[src/rtl/wolfram_ca_pkg.sv]
// Shared types and helpers for the elementary cellular-automaton engine.
package wolfram_ca_pkg;

    localparam int RULE_W = 8;

    typedef enum logic [1:0] {
        IDLE = 2'd0,
        RUN  = 2'd1,
        DONE = 2'd2
    } ca_state_t;

    // Wolfram rule lookup: the neighbourhood {l,c,r} indexes the rule byte, l is the MSB.
    function automatic logic rule_lookup(input logic [RULE_W-1:0] rule_v,
                                         input logic l, input logic c, input logic r);
        return rule_v[{l, c, r}];
    endfunction

endpackage

[src/rtl/wolfram_ca_engine_rule_cell.sv]
// One cell's next-state function; purely combinational.
module wolfram_rule_cell
    import wolfram_ca_pkg::*;
(
    input  logic [RULE_W-1:0] rule,
    input  logic              l,
    input  logic              c,
    input  logic              r,
    output logic              nxt
);

    assign nxt = rule_lookup(rule, l, c, r);

endmodule

[src/rtl/wolfram_ca_engine.sv]
// Clocked elementary cellular-automaton engine: load a pattern, start a run of
// a programmed number of generations under a latched rule, then hand back the result.
//
// Handshakes: a load is taken on any edge where load_valid & load_ready; a start is
// taken on any edge where start is high while load_ready (IDLE) is high; a result is
// handed over on the edge where result_valid & result_ready. Inputs outside those
// windows are ignored.
module wolfram_ca_engine
    import wolfram_ca_pkg::*;
#(
    parameter int N_CELLS = 16,
    parameter int STEP_W  = 8
) (
    input  logic               clk,
    input  logic               rst,
    input  logic               load_valid,
    output logic               load_ready,
    input  logic [N_CELLS-1:0] load_state,
    input  logic               start,
    input  logic [RULE_W-1:0]  rule,
    input  logic               wrap,
    input  logic [STEP_W-1:0]  run_steps,
    output logic               busy,
    output logic               result_valid,
    input  logic               result_ready,
    output logic [N_CELLS-1:0] state_out,
    output logic [STEP_W-1:0]  gen_count
);

    ca_state_t          state_q, state_d;
    logic [N_CELLS-1:0] cells_q, cells_d;
    logic [STEP_W-1:0]  counter_q, counter_d;
    logic [STEP_W-1:0]  gen_q, gen_d;
    logic [RULE_W-1:0]  rule_q, rule_d;
    logic               wrap_q, wrap_d;
    logic [N_CELLS-1:0] next_cells;

    // Next generation, built from registered state only; edge cells see the
    // opposite end of the register when wrapping, otherwise a constant zero.
    for (genvar i = 0; i < N_CELLS; i++) begin : g_cell
        logic l_bit;
        logic r_bit;
        if (i == N_CELLS - 1) begin : g_left_edge
            assign l_bit = wrap_q & cells_q[0];
        end else begin : g_left_mid
            assign l_bit = cells_q[i+1];
        end
        if (i == 0) begin : g_right_edge
            assign r_bit = wrap_q & cells_q[N_CELLS-1];
        end else begin : g_right_mid
            assign r_bit = cells_q[i-1];
        end
        wolfram_rule_cell u_cell (
            .rule (rule_q),
            .l    (l_bit),
            .c    (cells_q[i]),
            .r    (r_bit),
            .nxt  (next_cells[i])
        );
    end

    // State and datapath registers with asynchronous reset to an empty, idle engine.
    always_ff @(posedge clk or posedge rst) begin
        if (rst) begin
            state_q   <= IDLE;
            cells_q   <= '0;
            counter_q <= '0;
            gen_q     <= '0;
            rule_q    <= '0;
            wrap_q    <= 1'b0;
        end else begin
            state_q   <= state_d;
            cells_q   <= cells_d;
            counter_q <= counter_d;
            gen_q     <= gen_d;
            rule_q    <= rule_d;
            wrap_q    <= wrap_d;
        end
    end

    // Next-state logic: a run lasts counter+1 cycles, DONE holds until accepted.
    always_comb begin
        state_d = state_q;
        case (state_q)
            IDLE:    if (start)               state_d = RUN;
            RUN:     if (counter_q == '0)     state_d = DONE;
            DONE:    if (result_ready)        state_d = IDLE;
            default:                          state_d = IDLE;
        endcase
    end

    // Datapath updates: load/latch in IDLE, one generation per RUN cycle, frozen otherwise.
    always_comb begin
        cells_d   = cells_q;
        counter_d = counter_q;
        gen_d     = gen_q;
        rule_d    = rule_q;
        wrap_d    = wrap_q;
        case (state_q)
            IDLE: begin
                if (load_valid) cells_d = load_state;
                if (start) begin
                    rule_d    = rule;
                    wrap_d    = wrap;
                    counter_d = run_steps;
                    gen_d     = '0;
                end
            end
            RUN: begin
                if (counter_q != '0) begin
                    cells_d   = next_cells;
                    counter_d = counter_q - STEP_W'(1);
                    gen_d     = gen_q + STEP_W'(1);
                end
            end
            default: ;
        endcase
    end

    // Outputs decoded from the current state and registers.
    always_comb begin
        load_ready   = (state_q == IDLE);
        busy         = (state_q == RUN);
        result_valid = (state_q == DONE);
        state_out    = cells_q;
        gen_count    = gen_q;
    end

endmodule

[config.mk]
export PLATFORM = sky130hd
export DESIGN_NAME = wolfram_ca_engine
export DESIGN_NICKNAME = d
export VERILOG_FILES = /design/src/rtl/wolfram_ca_pkg.sv /design/src/rtl/wolfram_ca_engine_rule_cell.sv /design/src/rtl/wolfram_ca_engine.sv
export SDC_FILE = /design/constraint.sdc
export NUM_CORES = 1
export LEC_CHECK = 0
export ABC_AREA = 1
export CAP_MARGIN = 10
export CORE_MARGIN = 1
export CORE_UTILIZATION = 36
export DETAILED_ROUTE_END_ITERATION = 10
export SLEW_MARGIN = 5
export SYNTH_ARGS = -nofsm -noshare
export SYNTH_HDL_FRONTEND = slang
export SYNTH_SLANG_ARGS = --single-unit
[constraint.sdc]
create_clock -name clk -period 1.65 [get_ports clk]
set_input_delay 0.2475 -clock clk [delete_from_list [all_inputs] [get_ports clk]]
set_output_delay 0.2475 -clock clk [all_outputs]
set_load 0.02 [all_outputs]
==> summary.md <==
| Metric | Value |
|---|---|
| Total GRT Usage | between 20% and 30% |
| Number of synthesized register bits | 43 |
| Library cells used by synthesis | 26 |
| Post-layout instance area | around 4400 µm² |
| Post-detailed-route count of antenna-violating nets | 0 |
| CTS buffer count | 5 |
| Netlist Area Pre-Place | ~3500 µm² |
| Detailed Place HPWL | 7140 µm |
| Crit start category | register |
| Slew HR | approximately 66% |
| Initial antenna violation count | 0 |
| Drt pass-1 iters | 4 |
| Maxcap violations | 0 |
| Final Cycle Share | 95.8% |
| DRT iter0 DRCs | between 150 and 200 |
| TNS Setup | 0 ns |
| Crit-path max FO | 3 |
| Post-synth top flop | dfrtp_1 |
| Initial core utilization | around 38% |
| Slew Viols, Final | 0 |
| Clk buf depth | 2 |
| Worst-Margin Slew | ~0.51 ns |
| Fill count | 956 |
| Clock root buffer master | clkbuf_8 |
| Largest net degree at the start of global routing | 46 |
| Avg Cell Area, Syn | 6.04 µm² |
| Via count | 3871 |
| Leakage | between 2 and 2.5 nW |
| Post-synth EDFFs | 0 |
| Max Fclk | between 0.6 and 0.7 GHz |
| Global-route wire length before repair | ~17000 µm |
| # diodes | 0 |
| Setup Crit Path Kind | register to output pin |
| Avg Vias per Cell | around 5 |
| Die extent in x | just over 100 µm |
| Core footprint | slightly above 9000 µm² |
| Yosys warns | 0 |
| Synthesized net count | approximately 620 |
| Fin crit period | 1.58 ns |
| Final WL | 10200 µm |
| TritonCTS clock tree | built |
| Clock H-tree levels | 2 |
| Layout cells sized above 1 | roughly 7.5% |
| Worst-case reg-to-reg path depth | 7 |
| Post-synthesis async set-or-reset flop share | between 90% and 100% |
| Row Count | 35 |
| Cells after Synth | 580 |
| Hold Path Class | input port to asynchronous set/reset pin |
| Port Buffers | 64 |
| PwrDens | 2140 nW/µm² |
| GRT overflow | 0 |
| Area Overhead vs Synth | 25.0% |
| Hold Vio Cnt, Final | 0 |
| Crit. End Element | output pin |
| DRC Markers | 0 |
| Status | completed |
| CTS clk-pin slew, worst paths | 0.09 ns |
| Later-pin clock latency in the skew report | 0.31 ns |
| Register area share after synthesis | a little under a third |
| RR Endpoint | counter_q[4] |
| Setup Viol. Count Final | 0 |
| VDD IR max | between 0.0008 and 0.0009 V |
| Req. time, crit path | 1.40 ns |
| Routability congestion estimate | slightly below 0.9 |
| Vias in the first global route | roughly 3700 |
| Util after Layout | 46.9% |
| Final nets | 671 |
| Overall die area | between 10000 and 15000 µm² |
| RR Startpoint | counter_q[4] |
| CTS Sinks | 43 |
| WP data arrival | approximately 1.3 ns |
| Critical path origin | state_q[1] |
| Post-DP Area | 4230 µm² |
| FF-to-FF setup slack | ~0.10 ns |
| Setup Skew | between 0.009 and 0.01 ns |
| Num ports | 65 |
| Die Height | approximately 100 µm |
| Routed len/inst | 13.5 µm |
## cells in the mapped netlist (all sizes together) (2+ instances only)
cell    instances  area, µm²
nor2           41        166
or2             2       12.5
dfrtp          43       1080
nand4           2       12.5
buf            42        262
xor2            2       17.5
a21boi          4       30.0
o21ai          26        141
nand2         226        853
a21oi          18       90.1
clkbuf          2       7.51
nand3         120        601
inv            45        169
ha              3       37.5
## final cells by class
class                   instances  area (µm²)  share of cell area (%)
well taps                     129         161                    3.69
flip-flops and latches         43        1080                    24.7
inverters                      46         175                    4.00
multi-input cells             447        1990                    45.4
clock inverters                 2        37.5                   0.858
repair buffers                 87         863                    19.7
clock buffers                   5        68.8                    1.57
## how the worst max path moves through the flow
stage	to	cells after the start
finish	busy	2
global placement	counter_q[4]	8
CTS	state_out[13]	1
detailed placement	counter_q[5]	9
floorplan	gen_count[5]	7
global route	counter_q[6]	8
## state kept, by name (all words and copies together) (netlist names)
signal	count
counter_q	8
wrap_q	1
state_q	2
rule_q	8
gen_count	8
state_out	16
## critical path, stage by stage, from the launching register on
cell             delay (ns)
dfrtp_1                0.43
nor2_4                 0.19
clkdlybuf4s15_1        0.40
## layer usage
layer  vias up  global-route usage [%]  part of all wire (%)
met4         0                    5.80                   1.4
li1       1944                       -                     -
met3        18                    3.88                   5.5
met2       110                    37.2                    47
met1      1799                    26.5                    46
met5         -                       0                     0
## cells in the final DEF (no fill, tap or decap), types with 4 or more instances in the layout
cell / Yosys / final
dlygate4sd2_1: 0 / 13
clkbuf_8: 0 / 5
o21ai_0: 15 / 15
a21boi_0: 4 / 4
clkdlybuf4s50_1: 0 / 47
dfrtp_1: 43 / 38
nor2_1: 38 / 38
inv_1: 42 / 40
nand3_1: 120 / 120
nand2_1: 224 / 224
buf_4: 18 / 18
o21ai_1: 10 / 10
a21oi_1: 18 / 18
dfrtp_2: 0 / 5
## where the power goes
part           switching, mW  internal [mW]  leakage (nW)
clock                  0.414          0.444        0.0502
sequential             0.603           1.55         0.526
combinational           3.93           2.41          1.66
## timing repair
action,4_1_cts,5_1_grt
hold buffers,0,0
setup buffers,0,1
cloned,0,1
gates resized for setup,19,8
pin swaps,0,1
endpoints found under the setup margin,15,28
## stage by stage
step                      setup WS, ns  instances  hold slack [ns]  total power [mW]
after floorplan                  0.259        580            0.340              6.75
after global placement           0.101        750            0.488              8.27
after detailed placement        0.0538        750            0.497              8.40
after CTS                      0.00351        757            0.287              9.20
after global routing         -0.000645        759            0.306              10.4
final                           0.0688        759            0.279              9.35
## cell families after synthesis
| logic type | Yosys count | synth area share [%] |
|---|---|---|
| flops | 43 | 30.7 |
| simple gates | 392 | 47.1 |
| fa+ha+maj | 3 | 1.07 |
| buf+inv | 90 | 12.6 |
| compound gates | 50 | 7.93 |
| xor+xnor | 2 | 0.500 |
No activity file was read; power rests on OpenSTA's default activity.
